--- config.mk ---
export PLATFORM = sky130hd
export DESIGN_NAME = latch_write_ctrl
export DESIGN_NICKNAME = d
export VERILOG_FILES = /design/src/rtl/latch_ctrl_pkg.sv /design/src/rtl/latch_write_ctrl_cyc_timer.sv /design/src/rtl/latch_write_ctrl.sv
export SDC_FILE = /design/constraint.sdc
export NUM_CORES = 1
export LEC_CHECK = 0
export CORE_AREA = 2 2 39 41
export DETAILED_ROUTE_END_ITERATION = 16
export DIE_AREA = 0 0 41 43
export PLACE_DENSITY_LB_ADDON = 0.25
export RECOVER_POWER = 100
export SETUP_SLACK_MARGIN = 0.4
export SLEW_MARGIN = 20
export SYNTH_ARGS = -nofsm -noshare
export SYNTH_HDL_FRONTEND = slang
export SYNTH_SLANG_ARGS = --single-unit
--- constraint.sdc ---
create_clock -name clk -period 3.02 [get_ports clk]
set_input_delay 0.453 -clock clk [delete_from_list [all_inputs] [get_ports clk]]
set_output_delay 0.453 -clock clk [all_outputs]
set_load 0.02 [all_outputs]
--- src/rtl/latch_ctrl_pkg.sv ---
// Shared state encoding and constant helpers for the latch write controller.
package latch_ctrl_pkg;

  typedef enum logic [2:0] {
    ST_IDLE  = 3'd0,
    ST_SETUP = 3'd1,
    ST_GATE  = 3'd2,
    ST_HOLD  = 3'd3,
    ST_DONE  = 3'd4
  } state_t;

  function automatic int max3(input int a, input int b, input int c);
    int m;
    m = (a > b) ? a : b;
    return (m > c) ? m : c;
  endfunction

endpackage

--- src/rtl/latch_write_ctrl_cyc_timer.sv ---
// Loadable down-counter shared by the setup, gate and hold windows.
module cyc_timer #(
  parameter int CW = 2
) (
  input  logic          clk,
  input  logic          rst,
  input  logic          load,
  input  logic [CW-1:0] load_val,
  output logic          zero
);

  logic [CW-1:0] cnt;

  always_ff @(posedge clk) begin
    if (rst)
      cnt <= '0;
    else if (load)
      cnt <= load_val;
    else if (cnt != '0)
      cnt <= cnt - 1'b1;
  end

  assign zero = (cnt == '0);

endmodule

--- src/rtl/latch_write_ctrl.sv ---
// Writer for a gated D-latch bank: setup window, gate pulse, hold window.
// Optional latch readback compare is enabled by defining LATCH_READBACK_EN.
module latch_write_ctrl
  import latch_ctrl_pkg::*;
#(
  parameter int WIDTH     = 4,
  parameter int SETUP_CYC = 1,
  parameter int PULSE_CYC = 2,
  parameter int HOLD_CYC  = 1
) (
  input  logic             clk,
  input  logic             rst,
  input  logic             wr_valid,
  output logic             wr_ready,
  input  logic [WIDTH-1:0] wr_data,
  output logic [WIDTH-1:0] lat_d,
  output logic             lat_g,
  output logic             busy,
  output logic             done
`ifdef LATCH_READBACK_EN
  ,
  input  logic [WIDTH-1:0] lat_q,
  output logic             rb_err
`endif
);

  localparam int CW = $clog2(max3(SETUP_CYC, PULSE_CYC, HOLD_CYC) + 1);
  localparam logic [CW-1:0] SETUP_LD = CW'(SETUP_CYC - 1);
  localparam logic [CW-1:0] PULSE_LD = CW'(PULSE_CYC - 1);
  localparam logic [CW-1:0] HOLD_LD  = CW'(HOLD_CYC - 1);

  state_t        state, next_state;
  logic          accept;
  logic          tmr_load;
  logic [CW-1:0] tmr_val;
  logic          tmr_zero;

  cyc_timer #(.CW(CW)) u_timer (
    .clk      (clk),
    .rst      (rst),
    .load     (tmr_load),
    .load_val (tmr_val),
    .zero     (tmr_zero)
  );

  assign wr_ready = (state == ST_IDLE);
  assign accept   = wr_valid & wr_ready;
  assign busy     = (state != ST_IDLE);
  assign done     = (state == ST_DONE);

  // The timer is reloaded on every entry into a timed state.
  always_comb begin
    next_state = state;
    tmr_load   = 1'b0;
    tmr_val    = '0;
    unique case (state)
      ST_IDLE:
        if (wr_valid) begin
          next_state = ST_SETUP;
          tmr_load   = 1'b1;
          tmr_val    = SETUP_LD;
        end
      ST_SETUP:
        if (tmr_zero) begin
          next_state = ST_GATE;
          tmr_load   = 1'b1;
          tmr_val    = PULSE_LD;
        end
      ST_GATE:
        if (tmr_zero) begin
          next_state = ST_HOLD;
          tmr_load   = 1'b1;
          tmr_val    = HOLD_LD;
        end
      ST_HOLD:
        if (tmr_zero) next_state = ST_DONE;
      ST_DONE:
        next_state = ST_IDLE;
      default:
        next_state = ST_IDLE;
    endcase
  end

  // Gate is registered from next state so it is glitch-free at the latch.
  always_ff @(posedge clk) begin
    if (rst) begin
      state <= ST_IDLE;
      lat_g <= 1'b0;
      lat_d <= '0;
    end else begin
      state <= next_state;
      lat_g <= (next_state == ST_GATE);
      if (accept)
        lat_d <= wr_data;
    end
  end

`ifdef LATCH_READBACK_EN
  always_ff @(posedge clk) begin
    if (rst)
      rb_err <= 1'b0;
    else if (accept)
      rb_err <= 1'b0;
    else if (state == ST_DONE)
      rb_err <= (lat_q != lat_d);
  end
`endif

endmodule

======== Yosys cells after proc, flatten, opt, wreduce, memory -nomap -nowiden ========
Index checks and enable logic that the tools add are counted.
storage, ports and cells
  input port bits ......................... 7
  register bits ........................... 10
  logic and storage cells ................. 29
operators by class
  reductions and logical operators ........ 6
  add/subtract/negate cells ............... 1
  muxes and demuxes ....................... 12
  bitwise logic cells ..................... 1
  equality and inequality tests ........... 5
operators by type and width
  operator               count
  $mux W3                4
  $pmux W3 S4            1
  $eq A3 B2 Y1 const B   3
  $mux W1                4
  $mux W2                2
  $reduce_bool A2 Y1     2
  $eq A3 B1 Y1 const B   1
  $eq A3 B3 Y1 const B   1
  $logic_not A3 Y1       1
  $reduce_bool A3 Y1     1
  $logic_not A2 Y1       1
  $pmux W1 S2            1
  $reduce_or A2 Y1       1
  $sub A2 B1 Y2 const B  1
  $and A1 B1 Y1          1

======== Depth between registers and ports, before layout ========
Gate-level depths: netlist of run 1.
  depth after elaboration ................. 4
  mapped depth ............................ 5

======== By module ========
Synthesis of run 1 repeated with hierarchy kept, for this count alone.
unflattened totals
  cells, all modules ...................... 56
  area total of the unflattened synthesis .. 544.3 um^2
modules (own cells, without submodules)
  module            seq. area each (um^2)  area each (um^2)  times used  cells each
  latch_write_ctrl  160.2                  422.9             1           44
  cyc_timer         40.0                   121.4             1           12

======== Worst setup path before layout of run 1 ========
No wires, ideal clock.
  path type ............................... register -> output
  start ................................... register state[1]
  end ..................................... output wr_ready
  data required time ...................... 2.567 ns
  cell stages (with the launch flop) ...... 4
  path slack .............................. 1.442 ns
  arrival ................................. 1.125 ns
  cells stage by stage .................... dfxtp_1 -> buf_6 -> or3_2 -> inv_1
on the way
  longest elaborated chain between the ends .. 1
RTL lines
  element                 RTL line                text
  from (decl)             latch_write_ctrl.sv:32  state_t state, next_state;
  from (signal assigned)  latch_write_ctrl.sv:91  state <= next_state;
  $logic_not A3 Y1        latch_write_ctrl.sv:46  assign wr_ready = (state == ST_IDLE);
  to (decl)               latch_write_ctrl.sv:14  output logic wr_ready,
No other way between the ends.

======== Worst setup path in the final report of run 1 ========
Same ends and word-level chain as after synthesis.

==> results.py, run 1 <==
metrics = {
    "status": {
        "status": "finished, final reports clean",
    },
    "synth": {
        "yosys_warnings": 0,
        "synth_flop_cell": "dfxtp_1",
        "ys_seq_elements": 10,
        "syn_inst": 44,
        "ys_seq_area_frac": 0.453,
        "synth.cell_area_sq_um": 442,
        "synth_cell_types": 20,
        "async_flop_share": 0,
        "synth_edf_count": 0,
        "synthesis.nets": 52,
        "synth_area_per_cell_sq_um": 10.0,
    },
    "sta": {
        "skew_ps": 1.78,
        "fin_crit_ps": 2280,
        "fin_setup_tns_ps": 0,
        "post-route-period-util": 0.756,
        "hold_slack_ps": 488,
        "worstMarginPinSlew_ps": 1050,
        "fmax_mhz": 438,
        "slew_headroom": 0.287,
        "rsz0062_at_grt": "false",
        "maxSlewViolCount": 0,
        "setup-violations-final": 0,
        "hold_viol": 0,
    },
    "finish": {
        "mostFrequentLayoutCells": "dlygate4sd3_1, dfxtp_1, nor2_1",
        "layout-drive-gt1-share": 0.100,
        "nets": 70,
        "n_fill_cell": 146,
        "area_growth_pct": 35.4,
        "antenna_cells": 0,
        "final_area_sq_um": 598,
    },
    "global_route": {
        "gr-usage-all-layers": 0.109,
        "first_global_vias": 305,
        "antenna_found_initial": 0,
        "grt_start_max_net_pins": 9,
        "grt_pass1_wl_mm": 1.21,
        "grt-ovfl-total": 0,
    },
    "power_and_ir_drop": {
        "p_switching_mw": 0.180,
        "peakVddDrop_uv": 279,
        "power_density_nw_per_um2": 822,
        "p_seq_frac": 0.386,
        "p_int_mw": 0.312,
        "swShare": 0.366,
        "p_comb_frac": 0.442,
        "total_power_mw": 0.492,
        "leakage_nw": 0.249,
        "p_clk_frac": 0.172,
    },
    "detailed_routing": {
        "num_vias": 350,
        "via_per_inst": 4.61,
        "drc": 0,
        "wl_um": 735,
        "antenna_left": 0,
        "routedWlPerCell_um": 9.67,
        "dr.pass1.iters": 1,
        "first_iter_violations": 0,
    },
    "clock_tree": {
        "cts_buffers": 3,
        "cts_root_buf": "clkbuf_4",
        "cts_max_level": 1,
        "clkTransAtPathRegs_ps": 60,
        "clock_path_buffers": 2,
        "holdBufCountCts": 0,
        "cts-resized-gates": 0,
        "cts_tree": "done",
        "cts_setup_buffers": 0,
        "worstSkewPairLatency_ps": 250,
        "cts_sinks": 10,
    },
    "worst_setup_path": {
        "endpoint_kind": "primary output",
        "path_cells": "or3_2 -> inv_1 -> dlygate4sd3_1",
        "worstPathRequired_ps": 2570,
        "path_class": "reg -> out",
        "slowest_delay_ps": 660,
        "cp-start-kind": "register",
        "crit_fanout": 8,
        "arrival_ps": 1830,
        "slowest_stage": "dlygate4sd3_1",
    },
    "floorplanning": {
        "placementRows": 14,
        "io_pins": 15,
        "dieHeight_um": 43,
        "die_w_um": 41,
        "floorplan.initialDensity": 0.319,
        "dieArea_sq_um": 1760,
        "coreArea_sq_um": 1380,
    },
    "placed_design": {
        "dp_hpwl_um": 569,
        "io_buffers": 14,
        "gp_congestion": 0.740,
        "place_area_sq_um": 591,
    },
    "flow_run": {
        "cap_violations": 0,
    },
    "worst_hold_path": {
        "hold_class": "reg -> reg",
    },
}
## state kept, by name (all words and copies together), names as in the netlist
signal	count
state	3
u_timer.cnt	2
lat_g	1
lat_d	4
## cells by family (layout without fill, tap and decap cells)
family	after synthesis	after routing	share of synthesized area
AO/OA/AOI/OAI	3	3	0.0510
flip-flops	10	10	0.453
XOR/XNOR	2	2	0.0397
adder cells (fa/ha/maj)	1	1	0.0283
multiplexers	5	5	0.113
buffers and inverters	4	20	0.0510
AND/OR/NAND/NOR	19	19	0.263
## area by class of cell
class                      count  area [sq um]  area share
clock buffer                   3          22.5      0.0377
inverter                       3          11.3      0.0188
multi-input combinational     30           204       0.341
sequential                    10           200       0.335
tap                           16          20.0      0.0335
timing repair buffer          14           140       0.234
## critical path: cells and delay by family (launching register included)
| family | cells | cell delay [ps] |
|---|---|---|
| buffers and inverters | 2 | 720 |
| DFF | 1 | 380 |
| and+or+nand+nor | 1 | 480 |
## layer usage
| metal | vias to the layer above | share of wire | wire (um) | track usage |
|---|---|---|---|---|
| li1 | 185 | - | - | - |
| met1 | 151 | 0.46 | 339 | 0.132 |
| met2 | 12 | 0.45 | 331 | 0.138 |
| met3 | 2 | 0.065 | 48 | 0.0314 |
| met4 | 0 | 0.023 | 17 | 0.120 |
| met5 | - | 0 | 0 | 0 |
## power groups by stage
stage	Combinational [mW]	Sequential (mW)	Clock, mW
after CTS	0.238	0.196	0.0904
after global routing	0.241	0.195	0.0980
after detailed placement	0.237	0.198	0
after floorplan	0.162	0.199	0
final	0.217	0.190	0.0843
after global placement	0.237	0.198	0
## through the flow
stage	utilization	setup WS, ps	std cells
CTS	0.443	759	76
floorplan	-	1440	44
detailed placement	0.427	1040	73
global route	0.432	660	76
finish	0.432	737	76
global placement	0.427	1050	73
## synthesized netlist by cell type, types with 2 or more instances
cell type  count  area share
dfxtp_1       10        0.45
nor2_1         7       0.060
mux2i_1        5        0.11
inv_1          3       0.025
nor3_1         2       0.023
nor4_1         2       0.028
xor2_1         2       0.040
## path summary, 6_finish.rpt
path            start  endpoint  slack (ps)  cells past startpoint
min          lat_d[0]  lat_d[0]         490                      2
max reg2reg  state[1]  lat_d[0]        1280                      3
min reg2reg  lat_d[0]  lat_d[0]         490                      2
max          state[1]  wr_ready         740                      3
Note: power is estimated with default switching activity, not from simulation.
==> run 2: changes to the inputs <==
==> constraint.sdc (replaced) <==
create_clock -name clk -period 2 [get_ports clk]
set_input_delay 0.3 -clock clk [delete_from_list [all_inputs] [get_ports clk]]
set_output_delay 0.3 -clock clk [all_outputs]
set_load 0.02 [all_outputs]
==> results.py, run 2 (same netlist as run 1, synthesis figures left out) <==
metrics = {
    "status": {
        "status": "finished, final reports clean",
    },
    "clock_tree": {
        "cts_max_level": 1,
        "cts_root_buf": "clkbuf_4",
        "clkTransAtPathRegs_ps": 60,
        "holdBufCountCts": 0,
        "cts_sinks": 10,
        "worstSkewPairLatency_ps": 250,
        "cts_tree": "done",
        "clock_path_buffers": 2,
        "cts_buffers": 3,
    },
    "detailed_routing": {
        "drc": 0,
        "num_vias": 352,
        "dr.pass1.iters": 3,
        "first_iter_violations": 3,
        "routedWlPerCell_um": 9.87,
        "wl_um": 770,
        "antenna_left": 0,
        "via_per_inst": 4.51,
    },
    "worst_setup_path": {
        "path_cells": "or3_2 -> inv_1 -> clkbuf_1",
        "crit_fanout": 2,
        "cp-start-kind": "register",
        "crit_buf_inv": 2,
        "worstPathRequired_ps": 1700,
        "slowest_delay_ps": 480,
        "cp_top_family": "simple AND/OR/NAND/NOR gates",
        "endpoint_kind": "primary output",
        "slowest_stage": "or3_2",
        "arrival_ps": 1320,
        "path_class": "reg -> out",
    },
    "finish": {
        "final_common_cell": "dfxtp_1",
        "area_growth_pct": 35.4,
        "nets": 72,
        "largestRegisters": "lat_d: 4 flops, state: 3 flops, u_timer.cnt: 2 flops",
        "layout-drive-gt1-share": 0.145,
        "largest_reg_flops": 4,
        "mostFrequentLayoutCells": "dfxtp_1, nor2_1, dlygate4sd3_1",
        "n_fill_cell": 142,
        "largest-register": "lat_d",
        "antenna_cells": 0,
    },
    "placed_design": {
        "gp_congestion": 0.654,
        "dp_hpwl_um": 579,
        "io_buffers": 14,
        "pre_cts_slack_ps": 243,
    },
    "sta": {
        "hold_viol": 0,
        "worstMarginPinSlew_ps": 591,
        "maxSlewViolCount": 0,
        "setup_ws_ps": 378,
        "fin_setup_tns_ps": 0,
        "setup-violations-final": 0,
        "fmax_mhz": 616,
        "post-route-period-util": 0.811,
        "rsz0062_at_grt": "true",
        "fin_crit_ps": 1620,
        "skew_ps": 4.08,
        "slew_headroom": 0.605,
    },
    "power_and_ir_drop": {
        "leakage_nw": 0.247,
        "peakVddDrop_uv": 440,
        "power_density_nw_per_um2": 1230,
    },
    "global_route": {
        "grt_start_max_net_pins": 9,
        "grt_pass1_wl_mm": 1.36,
        "antenna_found_initial": 0,
        "gr-usage-all-layers": 0.117,
        "first_global_vias": 342,
        "grt-ovfl-total": 0,
    },
    "floorplanning": {
        "io_pins": 15,
        "floorplan.initialDensity": 0.319,
        "coreArea_sq_um": 1380,
        "die_w_um": 41,
        "dieArea_sq_um": 1760,
        "placementRows": 14,
        "dieHeight_um": 43,
    },
    "worst_hold_path": {
        "hold_class": "reg -> reg",
    },
    "flow_run": {
        "cap_violations": 0,
    },
}
-- run 2: cell type report --
cell class | instances | area [sq um] | share of cell area
tap | 16 | 20.0 | 0.0335
timing repair buffer | 16 | 133 | 0.222
clock buffer | 3 | 22.5 | 0.0377
multi-input combinational | 30 | 210 | 0.351
inverter | 3 | 11.3 | 0.0188
sequential | 10 | 201 | 0.337
-- run 2: per-layer routing --
metal | part of all wire | global-route usage
met5 | 0 | 0
met4 | 0.017 | 0.100
met3 | 0.082 | 0.0314
met2 | 0.43 | 0.159
met1 | 0.47 | 0.144
-- run 2: worst min-delay path, cell delays in order (launching register included) --
cell     delay (ps)
dfxtp_1         320
mux2i_1          70
nor2_1           70
-- run 2: worst paths after layout --
kind	startpoint	end	slack [ps]	cells after the start
max	state[2]	wr_ready	380	3
min	lat_d[0]	lat_d[0]	490	2
max reg2reg	state[1]	lat_d[0]	500	4
min reg2reg	lat_d[0]	lat_d[0]	490	2
-- run 2: power by group --
| part | leakage [nW] | switching (mW) | total [mW] | internal, mW |
|---|---|---|---|---|
| sequential | 0.0823 | 0.0268 | 0.274 | 0.247 |
| combinational | 0.150 | 0.193 | 0.335 | 0.141 |
| clock | 0.0138 | 0.0578 | 0.127 | 0.0689 |
-- run 2: through the flow --
stage	hold WS, ps	total power, mW	util	instances	cell area (sq um)
global placement	478	0.669	0.438	75	606
finish	494	0.735	0.432	78	598
CTS	506	0.785	0.449	78	622
global route	535	0.808	0.432	78	598
detailed placement	486	0.673	0.438	75	606
floorplan	372	0.545	-	44	442
-- run 2: repair_timing --
item | 4_1_cts | 5_1_grt
setup endpoints to repair | 3 | 2
buffers inserted | 0 | 0
resized for setup | 7 | 5
==> run 3: changes to the inputs <==
==> constraint.sdc (replaced) <==
create_clock -name clk -period 1.65 [get_ports clk]
set_input_delay 0.2475 -clock clk [delete_from_list [all_inputs] [get_ports clk]]
set_output_delay 0.2475 -clock clk [all_outputs]
set_load 0.02 [all_outputs]
==> results.py, run 3 (same netlist as run 1, synthesis figures left out) <==
metrics = {
    "status": {
        "status": "finished, final reports clean",
    },
    "sta": {
        "fmax_mhz": 709,
        "maxSlewViolCount": 0,
        "post-route-period-util": 0.855,
        "hold_viol": 0,
        "fin_setup_tns_ps": 0,
        "rsz0062_at_grt": "true",
        "slew_headroom": 0.736,
        "worstMarginPinSlew_ps": 394,
        "fin_crit_ps": 1410,
        "skew_ps": 3.73,
        "setup-violations-final": 0,
        "setup_ws_ps": 240,
    },
    "worst_hold_path": {
        "hold_class": "reg -> reg",
    },
    "floorplanning": {
        "coreArea_sq_um": 1380,
        "floorplan.initialDensity": 0.319,
        "dieHeight_um": 43,
        "die_w_um": 41,
        "placementRows": 14,
        "io_pins": 15,
        "dieArea_sq_um": 1760,
    },
    "detailed_routing": {
        "first_iter_violations": 0,
        "wl_mm": 1.04,
        "drc": 0,
        "antenna_left": 0,
        "num_vias": 420,
        "dr.pass1.iters": 1,
        "via_per_inst": 4.62,
        "routedWlPerCell_um": 11.4,
    },
    "power_and_ir_drop": {
        "p_switching_mw": 0.454,
        "peakVddDrop_uv": 561,
        "p_comb_frac": 0.547,
        "total_power_mw": 1.24,
        "swShare": 0.366,
        "p_seq_frac": 0.273,
        "p_clk_frac": 0.180,
        "leakage_nw": 0.343,
        "power_density_nw_per_um2": 1580,
        "p_int_mw": 0.785,
    },
    "clock_tree": {
        "cts_max_level": 1,
        "holdBufCountCts": 0,
        "cts_tree": "done",
        "clock_path_buffers": 2,
        "cts_root_buf": "clkbuf_4",
        "cts_buffers": 3,
        "worstSkewPairLatency_ps": 270,
        "cts_sinks": 10,
        "clkTransAtPathRegs_ps": 60,
    },
    "global_route": {
        "grt_pass1_wl_mm": 1.64,
        "antenna_found_initial": 0,
        "gr-usage-all-layers": 0.141,
        "grt_start_max_net_pins": 7,
        "first_global_vias": 411,
        "grt-ovfl-total": 0,
    },
    "placed_design": {
        "pre_cts_slack_ps": 87.4,
        "place_area_sq_um": 632,
        "io_buffers": 14,
        "dp_cells": 78,
        "gp_congestion": 0.613,
    },
    "finish": {
        "layout-drive-gt1-share": 0.413,
        "final_cells": 91,
        "antenna_cells": 0,
        "largestRegisters": "lat_d: 4 flops, state: 3 flops, u_timer.cnt: 2 flops",
        "area_growth_pct": 77.1,
        "largest-register": "lat_d",
        "n_fill_cell": 123,
        "seqCellArea_sq_um": 205,
        "final_common_cell": "dfxtp_1",
        "largest_reg_flops": 4,
        "final_area_sq_um": 782,
        "mostFrequentLayoutCells": "dfxtp_1, nor2_1, buf_6",
        "nets": 84,
        "multi_input_area_sq_um": 267,
    },
    "worst_setup_path": {
        "cp-start-kind": "register",
        "worstPathRequired_ps": 1400,
        "arrival_ps": 1160,
        "crit_fanout": 2,
        "endpoint_kind": "primary output",
        "path_class": "reg -> out",
    },
    "flow_run": {
        "cap_violations": 0,
    },
}
run 3: cell types whose count changed in the layout (fill, tap and decap cells not counted), moves of 2 or more:
| cell | previous run | this run |
|---|---|---|
| buf_6 | 0 | 7 |
| dlygate4sd3_1 | 6 | 0 |
| buf_4 | 1 | 6 |
| dlygate4sd2_1 | 0 | 5 |
| inv_1 | 3 | 0 |
| inv_2 | 0 | 3 |
| nor4_1 | 2 | 0 |
run 3: final timing paths:
| kind | from | cells past startpoint | slack (ps) | end |
|---|---|---|---|---|
| hold / removal | lat_d[3] | 2 | 500 | lat_d[3] |
| hold reg to reg | lat_d[3] | 2 | 500 | lat_d[3] |
| setup reg to reg | u_timer.cnt[0] | 6 | 260 | u_timer.cnt[1] |
| setup / recovery | state[1] | 2 | 240 | busy |
run 3: stage by stage:
step            util  hold WS (ps)
2_1_floorplan      -           320
3_3_place_gp   0.457           476
3_5_place_dp   0.457           489
4_1_cts        0.542           503
5_1_grt        0.565           555
6_report       0.565           497
run 3: power groups by stage:
stage | sequential, mW | combinational (mW) | clock, mW
2_1_floorplan | 0.365 | 0.310 | 0
3_3_place_gp | 0.329 | 0.518 | 0
3_5_place_dp | 0.332 | 0.524 | 0
4_1_cts | 0.336 | 0.633 | 0.229
5_1_grt | 0.347 | 0.735 | 0.234
6_report | 0.338 | 0.678 | 0.223
run 3: repair_timing:
action	4_1_cts	5_1_grt
pin swaps	3	9
resized for setup	33	14
endpoints found under the setup margin	16	11
buffers inserted	7	2
run 3: final cells by class:
| cell class | count | share of cell area |
|---|---|---|
| clock buffers | 4 | 0.0464 |
| well taps | 16 | 0.0256 |
| multi-input cells | 30 | 0.341 |
| flip-flops and latches | 10 | 0.262 |
| inverters | 3 | 0.0144 |
| repair buffers | 28 | 0.310 |
run 3: worst max-delay path, stage by stage (launching register included):
cell and delay, ps:
dfxtp_1 320, or3_4 390, clkbuf_1 180
run 3: metal layers:
layer,up-vias,GRT usage,routed length (um)
li1,214,-,-
met1,188,0.179,408
met2,15,0.209,539
met3,3,0.0314,67
met4,0,0.0800,23
met5,-,0,0
